### config.mk
export PLATFORM = sky130hd
export DESIGN_NAME = multicycle_ctl
export DESIGN_NICKNAME = d
export VERILOG_FILES = /design/src/rtl/multicycle_ctl.sv
export SDC_FILE = /design/constraint.sdc
export NUM_CORES = 1
export LEC_CHECK = 0
export CAP_MARGIN = 40
export CORE_MARGIN = 4
export CORE_UTILIZATION = 39
export DETAILED_ROUTE_END_ITERATION = 10
export GPL_ROUTABILITY_DRIVEN = 0
export PLACE_DENSITY = 0.86
export SLEW_MARGIN = 20
export SYNTH_ARGS = -nofsm -noshare
export SYNTH_HDL_FRONTEND = slang
export SYNTH_SLANG_ARGS = --single-unit
### constraint.sdc
create_clock -name clk -period 2.9 [get_ports clk]
set_input_delay 0.58 -clock clk [delete_from_list [all_inputs] [get_ports clk]]
set_output_delay 0.58 -clock clk [all_outputs]
set_load 0.01 [all_outputs]
### src/rtl/multicycle_ctl.sv
// Main sequencing FSM for the multi-cycle RV32 core: walks each instruction
// through FETCH/DECODE/EXEC/MEM/WB and drives the datapath selects and enables.
module multicycle_ctl #(
  parameter int inst_width = 32,
  parameter int cnt_width  = 32
) (
  input  logic                  clk,
  input  logic                  rst_n,
  input  logic                  run_in,
  input  logic [inst_width-1:0] inst_in,
  input  logic                  mem_ready_in,
  input  logic                  cond_in,
  output logic [2:0]            state_out,
  output logic                  mem_re_out,
  output logic                  mem_we_out,
  output logic                  mem_byte_out,
  output logic                  ir_we_out,
  output logic                  alu_latch_out,
  output logic                  alu_srcA_out,
  output logic                  alu_srcB_out,
  output logic                  reg_we_out,
  output logic [1:0]            wb_sel_out,
  output logic                  pc_we_out,
  output logic [1:0]            pc_sel_out,
  output logic                  retire_out,
  output logic                  trap_out,
  output logic [cnt_width-1:0]  instret_out
);

  typedef enum logic [2:0] {
    IDLE   = 3'd0,
    FETCH  = 3'd1,
    DECODE = 3'd2,
    EXEC   = 3'd3,
    MEM    = 3'd4,
    WB     = 3'd5,
    TRAP   = 3'd6
  } state_t;

  typedef enum logic [2:0] {
    CLS_R      = 3'd0,
    CLS_I      = 3'd1,
    CLS_LOAD   = 3'd2,
    CLS_STORE  = 3'd3,
    CLS_LUI    = 3'd4,
    CLS_JALR   = 3'd5,
    CLS_BRANCH = 3'd6,
    CLS_ILL    = 3'd7
  } cls_t;

  localparam logic [6:0] OP_R      = 7'b0110011;
  localparam logic [6:0] OP_I      = 7'b0010011;
  localparam logic [6:0] OP_LOAD   = 7'b0000011;
  localparam logic [6:0] OP_STORE  = 7'b0100011;
  localparam logic [6:0] OP_LUI    = 7'b0110111;
  localparam logic [6:0] OP_JALR   = 7'b1100111;
  localparam logic [6:0] OP_BRANCH = 7'b1100011;

  localparam logic [6:0] F7_BASE = 7'b0000000;
  localparam logic [6:0] F7_ALT  = 7'b0100000;

  localparam logic [cnt_width-1:0] cnt_one = cnt_width'(1);

  state_t state, next_state;
  cls_t   cls;

  logic [6:0] opcode;
  logic [2:0] funct3;
  logic [6:0] funct7;
  logic       unused_inst_bits;

  logic [cnt_width-1:0] instret;

  assign opcode = inst_in[6:0];
  assign funct3 = inst_in[14:12];
  assign funct7 = inst_in[31:25];
  // rd/rs fields and immediates are datapath concerns, not sequencing ones
  assign unused_inst_bits = ^{inst_in[24:15], inst_in[11:7]};

  always_comb begin
    cls = CLS_ILL;
    unique case (opcode)
      OP_R: begin
        if (funct7 == F7_BASE) begin
          case (funct3)
            3'b000, 3'b001, 3'b100, 3'b101, 3'b110, 3'b111: cls = CLS_R;
            default:                                        cls = CLS_ILL;
          endcase
        end else if (funct7 == F7_ALT) begin
          if (funct3 == 3'b000 || funct3 == 3'b101) cls = CLS_R;
        end
      end
      OP_I: begin
        case (funct3)
          3'b000, 3'b100, 3'b110, 3'b111: cls = CLS_I;
          3'b001: if (funct7 == F7_BASE) cls = CLS_I;
          3'b101: if (funct7 == F7_BASE || funct7 == F7_ALT) cls = CLS_I;
          default: cls = CLS_ILL;
        endcase
      end
      OP_LOAD:   if (funct3 == 3'b010 || funct3 == 3'b000) cls = CLS_LOAD;
      OP_STORE:  if (funct3 == 3'b010 || funct3 == 3'b000) cls = CLS_STORE;
      OP_LUI:    cls = CLS_LUI;
      OP_JALR:   if (funct3 == 3'b000) cls = CLS_JALR;
      OP_BRANCH: if (funct3 == 3'b000 || funct3 == 3'b001) cls = CLS_BRANCH;
      default:   cls = CLS_ILL;
    endcase
  end

  always_ff @(posedge clk or negedge rst_n) begin
    if (!rst_n) begin
      state   <= IDLE;
      instret <= '0;
    end else begin
      state <= next_state;
      if (retire_out) instret <= instret + cnt_one;
    end
  end

  always_comb begin
    next_state    = state;
    mem_re_out    = 1'b0;
    mem_we_out    = 1'b0;
    mem_byte_out  = 1'b0;
    ir_we_out     = 1'b0;
    alu_latch_out = 1'b0;
    alu_srcA_out  = 1'b0;
    alu_srcB_out  = 1'b0;
    reg_we_out    = 1'b0;
    wb_sel_out    = 2'd0;
    pc_we_out     = 1'b0;
    pc_sel_out    = 2'd0;
    retire_out    = 1'b0;
    trap_out      = 1'b0;

    unique case (state)
      IDLE: begin
        if (run_in) next_state = FETCH;
      end

      FETCH: begin
        mem_re_out = 1'b1;
        if (mem_ready_in) begin
          ir_we_out  = 1'b1;
          next_state = DECODE;
        end
      end

      DECODE: begin
        next_state = (cls == CLS_ILL) ? TRAP : EXEC;
      end

      EXEC: begin
        alu_latch_out = 1'b1;
        alu_srcA_out  = (cls == CLS_LUI);
        alu_srcB_out  = (cls != CLS_R) && (cls != CLS_BRANCH);
        if (cls == CLS_BRANCH) begin
          pc_we_out  = 1'b1;
          pc_sel_out = cond_in ? 2'd1 : 2'd0;
          retire_out = 1'b1;
          next_state = run_in ? FETCH : IDLE;
        end else if (cls == CLS_LOAD || cls == CLS_STORE) begin
          next_state = MEM;
        end else begin
          next_state = WB;
        end
      end

      MEM: begin
        mem_re_out   = (cls == CLS_LOAD);
        mem_we_out   = (cls == CLS_STORE);
        mem_byte_out = (funct3 == 3'b000);
        if (mem_ready_in) begin
          if (cls == CLS_STORE) begin
            pc_we_out  = 1'b1;
            retire_out = 1'b1;
            next_state = run_in ? FETCH : IDLE;
          end else begin
            next_state = WB;
          end
        end
      end

      WB: begin
        reg_we_out = 1'b1;
        pc_we_out  = 1'b1;
        retire_out = 1'b1;
        if (cls == CLS_LOAD)      wb_sel_out = 2'd1;
        else if (cls == CLS_JALR) wb_sel_out = 2'd2;
        pc_sel_out = (cls == CLS_JALR) ? 2'd2 : 2'd0;
        next_state = run_in ? FETCH : IDLE;
      end

      TRAP: begin
        trap_out = 1'b1;
      end

      default: begin
        next_state = IDLE;
      end
    endcase
  end

  assign state_out   = state;
  assign instret_out = instret;

endmodule

==> results_dict.tcl <==
set metrics [dict create \
    p_comb_share_pct 43.1 \
    final_nets 380 \
    p_per_area_mw_per_mm2 576 \
    areaGrowthSynthToFinish_pct 61.2 \
    gr-usage-all-layers_pct 20.5 \
    grtUsageMet3_pct 4.39 \
    setup_violations 7 \
    hold_path.class "reg2reg" \
    synth_warnings 0 \
    hold_viol_final 0 \
    clk_pin_slew_ns 0.07 \
    die-width_um 82.0 \
    finalWorstSetupSlack_ns -0.171 \
    cp_num_buf_inv 5 \
    synthTopCellsByArea "dfrtp_1, xor2_1, nor3_1" \
    cts_buffers 5 \
    use_met2_pct 36.4 \
    drtIter0Drc 158 \
    setup-tns-final_ns -0.831 \
    start_util_pct 41.0 \
    syn_nets 268 \
    post-route-period-util_pct 106 \
    synth_area_mm2 0.00213 \
    clockRootBuffer "clkbuf_8" \
    num_antenna_cells 0 \
    maxSlewViolCount 0 \
    synth-main-ff-cell "dfrtp_1" \
    seq_area_frac_synth_pct 41.1 \
    end_kind "primary output" \
    rsz0062_at_grt "yes" \
    crit_cells 10 \
    cts_tree "done" \
    timing.fmax_mhz 326 \
    fin_crit_ns 3.07 \
    p_seq_share_pct 34.0 \
    ff2ff_path_depth 7 \
    required_ns 2.32 \
    dieHeight_um 82.0 \
    syn_area_per_cell_um2 9.28 \
    max-clock-path-buffers 2 \
    synth_top_area_cell "dfrtp_1" \
    grt_pass1_wl_mm 10.5 \
    cp_slowest_cell "or4_1" \
    grt_util_met1_pct 24.7 \
    power.internal_w 0.00124 \
    total_leakage_power_nw 1.38 \
    drc 0 \
    top_usage_layer "met2" \
    overflow 0 \
    clock-sinks 35 \
    ios 87 \
    routedWlPerCell_um 16.8 \
    critical_path_class "in2out" \
    cp_max_fo 3 \
    arrival_ns 2.49 \
    critPathMaxStageDelay_ns 0.53 \
    ant_nets 0 \
    h-tree-depth 2 \
    ir_worst_vdd_mv 0.473 \
    status "finished, violations left" \
    clk-insertion-delay-late_ns 0.29 \
    io_buffers 71 \
    violations "setup timing" \
    maxCapViolCount 0 \
    synth_top_area_share_pct 41.1 \
    dieArea_mm2 0.00672 \
    synthArstFlopShare_pct 100 \
    power.share.clock_pct 22.9 \
    path_cells "clkdlybuf4s15_2, or4_1, o221a_1, or2_4, buf_4, buf_6, o2111ai_1, a21o_1, inv_4, buf_6" \
    vias_per_cell 5.49 \
    fin_cells 413 \
    worst_setup_path_start_kind "input port" \
    core_mm2 0.00520 \
    rows 26 \
    antenna_found_initial 0 \
    swShare_pct 37.2 \
    cts_hold_buf 0 \
    netlist_instances 230 \
    cp_top_family "simple AND/OR/NAND/NOR gates" \
    crit_top_cell "buf_6" \
    yosys.cell_types.count 51 \
    dp_cells 396 \
    routed_wl_mm 6.93 \
    grt_pass1_vias 2256 \
    dpl.hpwl_mm 4.72 \
    worstHoldPathCells 1 \
    dr_total_vias 2267 \
    min_from "instret_out[30]$_DFFE_PN0P_" \
    relSlewSlack_pct 56.8 \
    p_switching_w 0.000737 \
    rr_startpoint "state_out[2]$_DFFE_PN0P_" \
    firstDrtPassIters 4 \
    tightest_slew_ns 0.646 \
    synth_edf_count 0 \
    fin_skew_ns 0.00574 \
    cp-startpoint "inst_in[6]" \
    grt_max_degree 36 \
    drive_gt1_share_pct 29.4 \
    ys_seq_elements 35 \
]
==> layout by cell type, fill, tap and decap left out, drive strengths merged, types with 4 or more instances in the layout <==
| master | netlist | layout |
|---|---|---|
| nor3 | 24 | 24 |
| nand2 | 22 | 22 |
| clkdlybuf4s50 | 0 | 47 |
| nor4b | 4 | 4 |
| a21oi | 5 | 5 |
| nor4 | 9 | 9 |
| nor2 | 19 | 19 |
| nand4 | 6 | 6 |
| buf | 4 | 54 |
| inv | 5 | 5 |
| nand2b | 6 | 6 |
| dlygate4sd2 | 0 | 8 |
| nand3 | 8 | 8 |
| clkbuf | 3 | 8 |
| dfrtp | 35 | 35 |
| nor3b | 6 | 6 |
| xor2 | 28 | 28 |
==> worst paths after layout <==
path,slack (ns),endpoint
max,-0.17,pc_we_out
min,0.49,instret_out[30]$_DFFE_PN0P_
max reg2reg,0.55,instret_out[13]$_DFFE_PN0P_
min reg2reg,0.49,instret_out[30]$_DFFE_PN0P_
max in group asynchronous,1.89,instret_out[23]$_DFFE_PN0P_
min in group asynchronous,0.69,instret_out[3]$_DFFE_PN0P_
==> area by class of cell <==
class,count,area [um2]
flip-flops and latches,35,876
fillers,416,1770
well taps,70,87.6
clock inverters,2,35.0
inverters,5,21.3
multi-input cells,183,1360
clock buffers,6,82.6
repair buffers,112,981
==> cells by family after synthesis <==
family          after synthesis  synth area share [%]
simple gates                122                  32.8
flops                        35                  41.1
xor+xnor                     31                  12.7
compound gates               29                  10.0
buf+inv                      12                  2.76
fa+ha+maj                     1                 0.586
==> sequential cells by signal, indices dropped and copies added, names as in the netlist <==
register     flops
state_out        3
instret_out     32
==> metrics by stage <==
step           utilization (%)  instance area [um2]  total power [W]  hold WS [ns]  setup slack (ns)
5_1_grt                   66.1                 3440          0.00210         0.506            -0.245
2_1_floorplan                -                 2140          0.00108         0.284           -0.0492
4_1_cts                   63.6                 3310          0.00195         0.491            -0.129
3_5_place_dp              60.2                 3130          0.00148         0.480            -0.996
6_report                  66.1                 3440          0.00198         0.489            -0.171
3_3_place_gp              60.2                 3130          0.00146         0.469            -0.993
==> timing repair <==
| item | 4_1_cts | 5_1_grt |
|---|---|---|
| hold endpoints to repair | 0 | 0 |
| gates resized for setup | 87 | 29 |
| setup buffers | 7 | 4 |
| setup endpoints to repair | 38 | 22 |
| pin swaps | 19 | 12 |
==> synthesized netlist by cell type (2+ instances only) <==
library cell	number
a21o_1	2
nand3_1	8
buf_2	2
xnor2_1	3
nor2b_1	3
nand2_1	22
nor3_1	24
o21ai_0	3
nor4b_2	3
clkbuf_1	3
nand4_1	6
inv_1	5
a21oi_1	5
nor2_1	19
o2111ai_1	2
nand2b_1	6
o21a_1	2
nor4_1	5
nor3b_1	6
and3b_1	2
xor2_1	28
and2_1	3
o31a_1	2
and4_1	2
nor4_2	4
dfrtp_1	35
==> metal layers <==
layer | part of all wire, % | up-vias
met5 | 0 | -
met4 | 2.1 | 0
met3 | 4.4 | 19
met2 | 52 | 69
met1 | 41 | 1116
li1 | - | 1063
==> power by group through the flow <==
stage                     Clock, W  Combinational (W)  Sequential [W]
after CTS                 0.000463           0.000815        0.000669
final                     0.000454           0.000854        0.000673
after global routing      0.000496           0.000917        0.000689
after detailed placement         0           0.000807        0.000677
after global placement           0           0.000790        0.000670
after floorplan                  0           0.000391        0.000691
Note: power is estimated with default switching activity, not from simulation.
